## config.mk

```make
export PLATFORM = sky130hd
export DESIGN_NAME = wb_dual_master_arbiter_flat
export DESIGN_NICKNAME = d
export VERILOG_FILES = /design/src/rtl/wb_dual_master_arbiter_if.sv /design/src/rtl/wb_dual_master_arbiter.sv /design/src/flat_wrapper.sv
export SDC_FILE = /design/constraint.sdc
export NUM_CORES = 1
export LEC_CHECK = 0
export BUFFER_PORTS_ARGS = -buffer_cell sky130_fd_sc_hd__buf_2
export CAP_MARGIN = 20
export CELL_PAD_IN_SITES_DETAIL_PLACEMENT = 1
export CELL_PAD_IN_SITES_GLOBAL_PLACEMENT = 1
export CORE_AREA = 4 4 123 125
export CTS_BUF_LIST = sky130_fd_sc_hd__clkbuf_8
export DETAILED_ROUTE_END_ITERATION = 7
export DIE_AREA = 0 0 127 129
export GPL_TIMING_DRIVEN = 0
export PLACE_DENSITY_LB_ADDON = 0.1
export SLEW_MARGIN = 20
export SYNTH_ARGS = -nofsm -noshare
export SYNTH_HDL_FRONTEND = slang
export SYNTH_SLANG_ARGS = --single-unit
```

## constraint.sdc

```tcl
create_clock -name clk -period 1.7 [get_ports clk]
set_input_delay 0.17 -clock clk [delete_from_list [all_inputs] [get_ports clk]]
set_output_delay 0.17 -clock clk [all_outputs]
set_load 0.005 [all_outputs]
```

## src/rtl/wb_dual_master_arbiter_if.sv

```systemverilog
// wb_dual_master_arbiter_if: one Wishbone link; master modport drives the request side.
interface wb_dual_master_arbiter_if;
    logic        cyc, stb, we;
    logic [3:0]  sel;
    logic [31:0] adr, dat_w, dat_r;
    logic        ack, err;
    modport master (output cyc, stb, we, sel, adr, dat_w, input dat_r, ack, err);
    modport slave  (input cyc, stb, we, sel, adr, dat_w, output dat_r, ack, err);
endinterface

```

## src/rtl/wb_dual_master_arbiter.sv

```systemverilog
// wb_dual_master_arbiter: shares one Wishbone port between instruction (m0) and data (m1)
// masters, data-first with a fairness streak limit and a hung-slave watchdog.
module wb_dual_master_arbiter #(
    parameter int FAIR_LIMIT = 4,
    parameter int TIMEOUT    = 256
) (
    input  logic                            clk,
    input  logic                            rst_n,
    wb_dual_master_arbiter_if.slave         m0,
    wb_dual_master_arbiter_if.slave         m1,
    wb_dual_master_arbiter_if.master        s,
    output logic [1:0]                      grant,
    output logic                            timeout
);
    typedef enum logic [1:0] {IDLE, OWN0, OWN1, ABORT} state_t;
    state_t      state;
    logic [3:0]  streak;
    logic [15:0] wdog;
    logic        own0, own1, arb, pick1, hung, expire;

    assign own0    = state == OWN0;
    assign own1    = state == OWN1;
    assign timeout = state == ABORT;
    assign s.cyc   = own0 ? m0.cyc   : own1 ? m1.cyc   : 1'b0;
    assign s.stb   = own0 ? m0.stb   : own1 ? m1.stb   : 1'b0;
    assign s.we    = own0 ? m0.we    : own1 ? m1.we    : 1'b0;
    assign s.sel   = own0 ? m0.sel   : own1 ? m1.sel   : 4'h0;
    assign s.adr   = own0 ? m0.adr   : own1 ? m1.adr   : 32'h0;
    assign s.dat_w = own0 ? m0.dat_w : own1 ? m1.dat_w : 32'h0;
    assign m0.ack  = own0 & s.ack;
    assign m1.ack  = own1 & s.ack;
    assign m0.err  = (own0 & s.err) | (timeout & grant[0]);
    assign m1.err  = (own1 & s.err) | (timeout & grant[1]);
    assign m0.dat_r = |grant ? s.dat_r : 32'h0;
    assign m1.dat_r = |grant ? s.dat_r : 32'h0;

    // Arbitrate from IDLE or at the edge where the owner lets go of cyc, so handover costs no cycle.
    assign arb    = state == IDLE || (own0 && !m0.cyc) || (own1 && !m1.cyc);
    assign pick1  = m1.cyc && !(m0.cyc && streak == 4'(FAIR_LIMIT));
    assign hung   = TIMEOUT != 0 && (own0 ? m0.stb : own1 & m1.stb) && !s.ack && !s.err;
    assign expire = hung && wdog == 16'(TIMEOUT - 1);

    always_ff @(posedge clk or negedge rst_n) begin
        if (!rst_n) begin
            state  <= IDLE;
            grant  <= 2'b00;
            streak <= 4'd0;
            wdog   <= 16'd0;
        end else if (state == ABORT) begin
            state <= IDLE;
            grant <= 2'b00;
            wdog  <= 16'd0;
        end else if (arb) begin
            wdog <= 16'd0;
            if (pick1) begin
                state <= OWN1;
                grant <= 2'b10;
                if (m0.cyc) streak <= streak + 4'd1;
            end else if (m0.cyc) begin
                state  <= OWN0;
                grant  <= 2'b01;
                streak <= 4'd0;
            end else begin
                state <= IDLE;
                grant <= 2'b00;
            end
        end else if (expire) begin
            state <= ABORT;
            wdog  <= 16'd0;
        end else begin
            wdog <= hung ? wdog + 16'd1 : 16'd0;
        end
    end
endmodule

```

## src/flat_wrapper.sv

```systemverilog
// flat-port wrapper written by rule: the top's interface ports become plain ports
module wb_dual_master_arbiter_flat 
#(
    parameter int FAIR_LIMIT = 4,
    parameter int TIMEOUT    = 256
)
  (clk, rst_n, grant, timeout, m0_cyc, m0_stb, m0_we, m0_sel, m0_adr, m0_dat_w, m0_dat_r, m0_ack, m0_err, m1_cyc, m1_stb, m1_we, m1_sel, m1_adr, m1_dat_w, m1_dat_r, m1_ack, m1_err, s_cyc, s_stb, s_we, s_sel, s_adr, s_dat_w, s_dat_r, s_ack, s_err);
  wb_dual_master_arbiter_if m0_i ();
  wb_dual_master_arbiter_if m1_i ();
  wb_dual_master_arbiter_if s_i ();
  input  logic clk;
  input  logic rst_n;
  output logic [1:0] grant;
  output logic timeout;
  input wire logic [$bits(m0_i.cyc)-1:0] m0_cyc;
  input wire logic [$bits(m0_i.stb)-1:0] m0_stb;
  input wire logic [$bits(m0_i.we)-1:0] m0_we;
  input wire logic [$bits(m0_i.sel)-1:0] m0_sel;
  input wire logic [$bits(m0_i.adr)-1:0] m0_adr;
  input wire logic [$bits(m0_i.dat_w)-1:0] m0_dat_w;
  output wire logic [$bits(m0_i.dat_r)-1:0] m0_dat_r;
  output wire logic [$bits(m0_i.ack)-1:0] m0_ack;
  output wire logic [$bits(m0_i.err)-1:0] m0_err;
  input wire logic [$bits(m1_i.cyc)-1:0] m1_cyc;
  input wire logic [$bits(m1_i.stb)-1:0] m1_stb;
  input wire logic [$bits(m1_i.we)-1:0] m1_we;
  input wire logic [$bits(m1_i.sel)-1:0] m1_sel;
  input wire logic [$bits(m1_i.adr)-1:0] m1_adr;
  input wire logic [$bits(m1_i.dat_w)-1:0] m1_dat_w;
  output wire logic [$bits(m1_i.dat_r)-1:0] m1_dat_r;
  output wire logic [$bits(m1_i.ack)-1:0] m1_ack;
  output wire logic [$bits(m1_i.err)-1:0] m1_err;
  output wire logic [$bits(s_i.cyc)-1:0] s_cyc;
  output wire logic [$bits(s_i.stb)-1:0] s_stb;
  output wire logic [$bits(s_i.we)-1:0] s_we;
  output wire logic [$bits(s_i.sel)-1:0] s_sel;
  output wire logic [$bits(s_i.adr)-1:0] s_adr;
  output wire logic [$bits(s_i.dat_w)-1:0] s_dat_w;
  input wire logic [$bits(s_i.dat_r)-1:0] s_dat_r;
  input wire logic [$bits(s_i.ack)-1:0] s_ack;
  input wire logic [$bits(s_i.err)-1:0] s_err;
  assign m0_i.cyc = m0_cyc;
  assign m0_i.stb = m0_stb;
  assign m0_i.we = m0_we;
  assign m0_i.sel = m0_sel;
  assign m0_i.adr = m0_adr;
  assign m0_i.dat_w = m0_dat_w;
  assign m0_dat_r = m0_i.dat_r;
  assign m0_ack = m0_i.ack;
  assign m0_err = m0_i.err;
  assign m1_i.cyc = m1_cyc;
  assign m1_i.stb = m1_stb;
  assign m1_i.we = m1_we;
  assign m1_i.sel = m1_sel;
  assign m1_i.adr = m1_adr;
  assign m1_i.dat_w = m1_dat_w;
  assign m1_dat_r = m1_i.dat_r;
  assign m1_ack = m1_i.ack;
  assign m1_err = m1_i.err;
  assign s_cyc = s_i.cyc;
  assign s_stb = s_i.stb;
  assign s_we = s_i.we;
  assign s_sel = s_i.sel;
  assign s_adr = s_i.adr;
  assign s_dat_w = s_i.dat_w;
  assign s_i.dat_r = s_dat_r;
  assign s_i.ack = s_ack;
  assign s_i.err = s_err;
  wb_dual_master_arbiter #(.FAIR_LIMIT(FAIR_LIMIT), .TIMEOUT(TIMEOUT)) u_core (.clk(clk), .rst_n(rst_n), .m0(m0_i), .m1(m1_i), .s(s_i), .grant(grant), .timeout(timeout));
endmodule
```

# After elaboration in Yosys (flattened, before gate mapping)
# Index checks and enable logic that the tools add are counted.
# W data, S select, Z words.
# op_classes
bitwise,10
n_mux,28
n_reduce_logical,19
n_addsub,2
eq_ne,5
# ops
cell,n
$mux W32,5
$mux W16,4
$mux W4,5
$add A16 B1 Y16 const B,1
$eq A16 B8 Y1 const B,1
$mux W2,6
$mux W1,8
$and A1 B1 Y1,7
$logic_and A1 B1 Y1,7
$logic_not A1 Y1,5
$add A4 B1 Y4 const B,1
$eq A2 B2 Y1 const B,2
$eq A4 B3 Y1 const B,1
$reduce_and A3 Y1,1
$reduce_bool A3 Y1,1
$eq A2 B1 Y1 const B,1
$logic_not A2 Y1,1
$logic_or A1 B1 Y1,2
$or A1 B1 Y1,2
$reduce_bool A2 Y1,1
$reduce_or A2 Y1,1
$not A1 Y1,1
# totals
word_cells,68
in_bits,178
output_inout_bits,142
regBits,24

# Longest topological paths before layout
# depth
depth_word,9
depth_mapped,7
depth_no_buf,6

# Least setup slack after synthesis
# OpenSTA, ideal clock, no wires.
# synth_timing
path_type,register to register
start,reg u_core.state[1]
end,reg u_core.wdog[10]
t_arrival_ns,1.411
n_path_buf,3
synth_period_minus_slack_ns,1.533
path_slack_ns,0.167
stages_incl_launch_ff,8
setup_time_ns,0.121
required_time_ns,1.579
path_cell_list,dfrtp_1 nor2b_1 buf_2 a22oi_1 nand4bb_1 clkbuf_2 buf_2 nor2_1
# synth_between
elab_chain_cells,9
elab_cells_between_ends,17
cone_classes,eq/ne: 3; mux: 5; bitwise: 1; reduce/logical: 8
# synth_lines
element,line,text
"start, declared",wb_dual_master_arbiter.sv:16,state_t state;
"start signal, assigned",wb_dual_master_arbiter.sv:45,state <= IDLE;
"start signal, assigned",wb_dual_master_arbiter.sv:50,state <= IDLE;
"start signal, assigned",wb_dual_master_arbiter.sv:56,state <= OWN1;
$eq A2 B2 Y1,wb_dual_master_arbiter.sv:22,assign own1 = state == OWN1;
$and A1 B1 Y1,wb_dual_master_arbiter.sv:40,assign hung = TIMEOUT != 0 && (own0 ? m0.stb : own1 & m1.stb) && !s.ack && !s.err;
$mux W1,wb_dual_master_arbiter.sv:40,
$logic_and A1 B1 Y1 (2 in a row),wb_dual_master_arbiter.sv:40,
$mux W16 / $logic_and A1 B1 Y1 (equally long branches),"wb_dual_master_arbiter.sv:71, wb_dual_master_arbiter.sv:41",
$mux W16,wb_dual_master_arbiter.sv:67,end else if (expire) begin
$mux W16,wb_dual_master_arbiter.sv:53,end else if (arb) begin
$mux W16 (*),wb_dual_master_arbiter.sv:49,end else if (state == ABORT) begin
"end signal, assigned",wb_dual_master_arbiter.sv:71,wdog <= hung ? wdog + 16'd1 : 16'd0;
"end, declared",wb_dual_master_arbiter.sv:18,logic [15:0] wdog;
# Mark *: on every way between the ends. The rest lies on a longest branch, timed or not.
# A chain may end at the register's enable or synchronous reset.

# Worst setup path after layout
# layout_timing
start,reg u_core.state[0]
end,out s_dat_w[20]
# layout_between
elab_chain_cells,3
elab_cells_between_ends,4
cone_classes,eq/ne: 2; mux: 2
# layout_lines
element,line,text
$eq A2 B2 Y1,wb_dual_master_arbiter.sv:22,
$mux W32,wb_dual_master_arbiter.sv:29,assign s.dat_w = own0 ? m0.dat_w : own1 ? m1.dat_w : 32'h0;
$mux W32 (*),wb_dual_master_arbiter.sv:29,
"end, declared",flat_wrapper.sv:38,output wire logic [$bits(s_i.dat_w)-1:0] s_dat_w;
# Marks and branches as above.

==> flow_summary.toml <==
[outcome]
status = "complete, but fails checks"
violations = "negative setup slack"

[layout]
drive_above_1_share = 0.670
syn_to_final_growth_pct = 93.6
finalNetCount = 803
utilization = 0.344
finalInstanceArea_um2 = 4770
fill_cells = 1739

[critical_path]
crit_path_end_kind = "output pin"
rr_worst_depth = 5
r2r_start = "u_core.wdog[4]$_DFF_PN0_"
path_max_fanout = 10
r2r_slack_ns = 0.07
crit_family = "buffers and inverters"
slowest_stage = "dfrtp_1"
crit_chain = "nor2b_2, buf_6, clkbuf_8, a22o_1, buf_6"
critPathKind = "reg -> out"
crit_top_cell = "buf_6"
crit_buf_inv = 3
start_kind = "flop"
r2r_end = "u_core.wdog[15]$_DFF_PN0_"
worstPathRequired_ns = 1.53
crit_start = "u_core.state[0]$_DFFE_PN0P_"
critPathMaxStageDelay_ns = 0.43
cp.arrival_ns = 1.55

[sta]
min_period_over_period = 1.01
finClkSkew_ns = 0.00437
relSlewSlack = 0.623
min_period_ns = 1.72
worst_pin_slew_ns = 0.566
max_freq_mhz = 581
worst_slack_ns = -0.0213
finalSetupViolCount = 6
rsz0062_at_grt = "true"
slew_viol_final = 0
final-hold-violation-count = 0

[route]
antenna_left = 0
viasPerCell = 4.47
vias = 3592
drt_iter0_drc = 127
routedWlPerCell_um = 20.5
totalWireLength_um = 16500
first_pass_iters = 4
drc_errors = 0

[floorplan]
die_w_um = 127
die_area_um2 = 16400
ioPinCount = 320
rows = 43
core-area_um2 = 13900
dieHeight_um = 129
start_util = 0.178

[grt]
gr-usage-all-layers = 0.182
grt_overflow_total = 0
grt_max_degree = 25
grt_pass1_wl_um = 22900
grt_pass1_vias = 3622
antenna_found_initial = 3

[clock_tree]
cts_root_buffer = "clkbuf_8"
cts_max_level = 1
cts_tree = "done"
clock_latency_ns = 0.27
cts.sinks = 24
cts.clk_slew.worst_paths_ns = 0.09
cts_buffers = 3
clockBufferDepth = 2

[synth]
synth-seq-cells = 24
netlist_area_um2 = 2470
yosysWarnings = 0
synth-simple-area-share = 0.242
async_flop_share = 1.00
syn-num-nets = 473
seq_area_frac_synth = 0.244
synth_edf_count = 0
synth.distinct_cells = 47
synth-adder-area-share = 0.0152
synth.avg_cell_area_um2 = 8.45
synth_compound_area_frac = 0.296
synth.mux.area_fraction = 0.00812
ys.flop_type = "dfrtp_1"
synth_top_family_by_area = "compound AO/OA/AOI/OAI gates"
synth-xor-area-share = 0.0462
syn_inst = 292

[flow_run]
drv_cap = 0

[placement]
place_area_um2 = 4280
dp_slack_ns = -0.217
port_buffers = 318
dp.final_hpwl_um = 14200
finalWeightedCongestion = 0.941

[min_path]
hp-class = "in -> reg"
hp-start = "m1_cyc"
hold_depth = 2
hold_end = "u_core.state[0]$_DFFE_PN0P_"

[power]
power_density_nw_per_um2 = 811
peakVddDrop_mv = 0.467
p_leak_uw = 0.00273
sequential cells by signal, summed over array words and instances (netlist names):
signal and cells:
u_core.state 2, u_core.grant 2, u_core.wdog 16, u_core.streak 4
layout make-up:
type                    instances  area (µm²)  area share
multi-input cells             205        1620       0.340
diodes                          3        7.51     0.00157
plain buffers                  56         505       0.106
repair buffers                327        1720       0.359
well taps                     180         225      0.0472
flip-flops and latches         24         607       0.127
clock buffers                   3        41.3     0.00865
clock inverters                 1        30.0     0.00629
inverters                       5        18.8     0.00393
cells in the mapped netlist, types with 2 or more instances:
library cell	count	area, µm²
a21oi_1	3	15.0
a22o_1	70	613
and2_1	3	18.8
and3_1	2	12.5
and4_1	2	17.5
buf_2	6	30.0
buf_4	33	248
clkbuf_1	18	67.6
dfrtp_1	24	601
ha_1	3	37.5
inv_1	5	18.8
mux2i_1	2	20.0
nand2_1	7	26.3
nand3_1	6	30.0
nand3b_1	3	22.5
nand4_1	4	25.0
nor2_1	18	67.6
nor2b_1	36	225
nor4_1	4	25.0
o21ai_0	2	10.0
o22ai_1	2	12.5
o31ai_1	2	15.0
or3_1	2	12.5
xnor2_1	3	26.3
xor2_1	10	87.6
worst reg2reg max path: stages (launching register included):
cell,delay [ns]
dfrtp_1,0.41
buf_4,0.13
nand4_2,0.11
or2_4,0.30
or4_4,0.48
a21oi_2,0.13
repair_timing:
item                                    in CTS  in global routing
endpoints found under the setup margin     144                116
resized for setup                           60                 46
cloned                                       0                  1
buffers inserted                             3                  5
hold buffers                                 1                  0
hold endpoints to repair                    24                  0
pin swaps                                   11                 15
routing by layer:
layer,part of all wire,global-route usage,vias up
met1,0.39,0.220,1743
met2,0.52,0.332,133
li1,-,-,1704
met5,0.00079,0,-
met3,0.083,0.0477,10
met4,0.0072,0.0227,2
power by group:
group | total (µW) | switching, µW | internal [µW]
logic | 2700 | 1260 | 1440
clock network | 509 | 194 | 315
registers | 662 | 46.2 | 616
total | 3870 | 1500 | 2370
kinds of logic (layout without fill, tap and decap cells):
kind of cell	count (synthesis)	count (layout)
other	0	3
xor gates and xnor gates	13	13
AOI/OAI and AO/OA	87	87
DFF	24	24
buffers and inverters	63	392
muxes	2	2
adders and majority gates	3	3
and+or+nand+nor	100	100
worst max path at each step:
stage,endpoint,slack [ns],cells after the start
finish,s_dat_w[20],-0.02,5
detailed placement,u_core.wdog[8]$_DFF_PN0_,-0.22,7
floorplan,u_core.wdog[10]$_DFF_PN0_,0.17,7
global placement,u_core.wdog[11]$_DFF_PN0_,-0.17,7
global route,s_dat_w[16],-0.08,5
CTS,s_dat_w[6],-0.04,5
metrics by stage:
| stage | hold slack (ns) | total power [µW] | TNS (ns) | cells |
|---|---|---|---|---|
| 6_report | 0.214 | 3870 | -0.0647 | 804 |
| 5_1_grt | 0.243 | 4170 | -2.96 | 804 |
| 4_1_cts | 0.206 | 3800 | -0.871 | 798 |
| 3_5_place_dp | 0.197 | 3040 | -2.42 | 790 |
| 3_3_place_gp | 0.197 | 3010 | -1.78 | 790 |
| 2_1_floorplan | -0.126 | 1800 | 0 | 292 |
placed cells by master (no fill, tap or decap), drive strengths merged, types with 4 or more instances in the layout:
cell	synthesis	final
buf	39	379
a22o	70	70
nor2b	36	36
dfrtp	24	24
nor2	18	18
xor2	10	10
nand2	7	7
clkbuf	19	6
nand3	6	6
inv	5	5
nand4	5	5
nor4	4	4
a21oi	4	4
(Power assumes the default switching activity.)
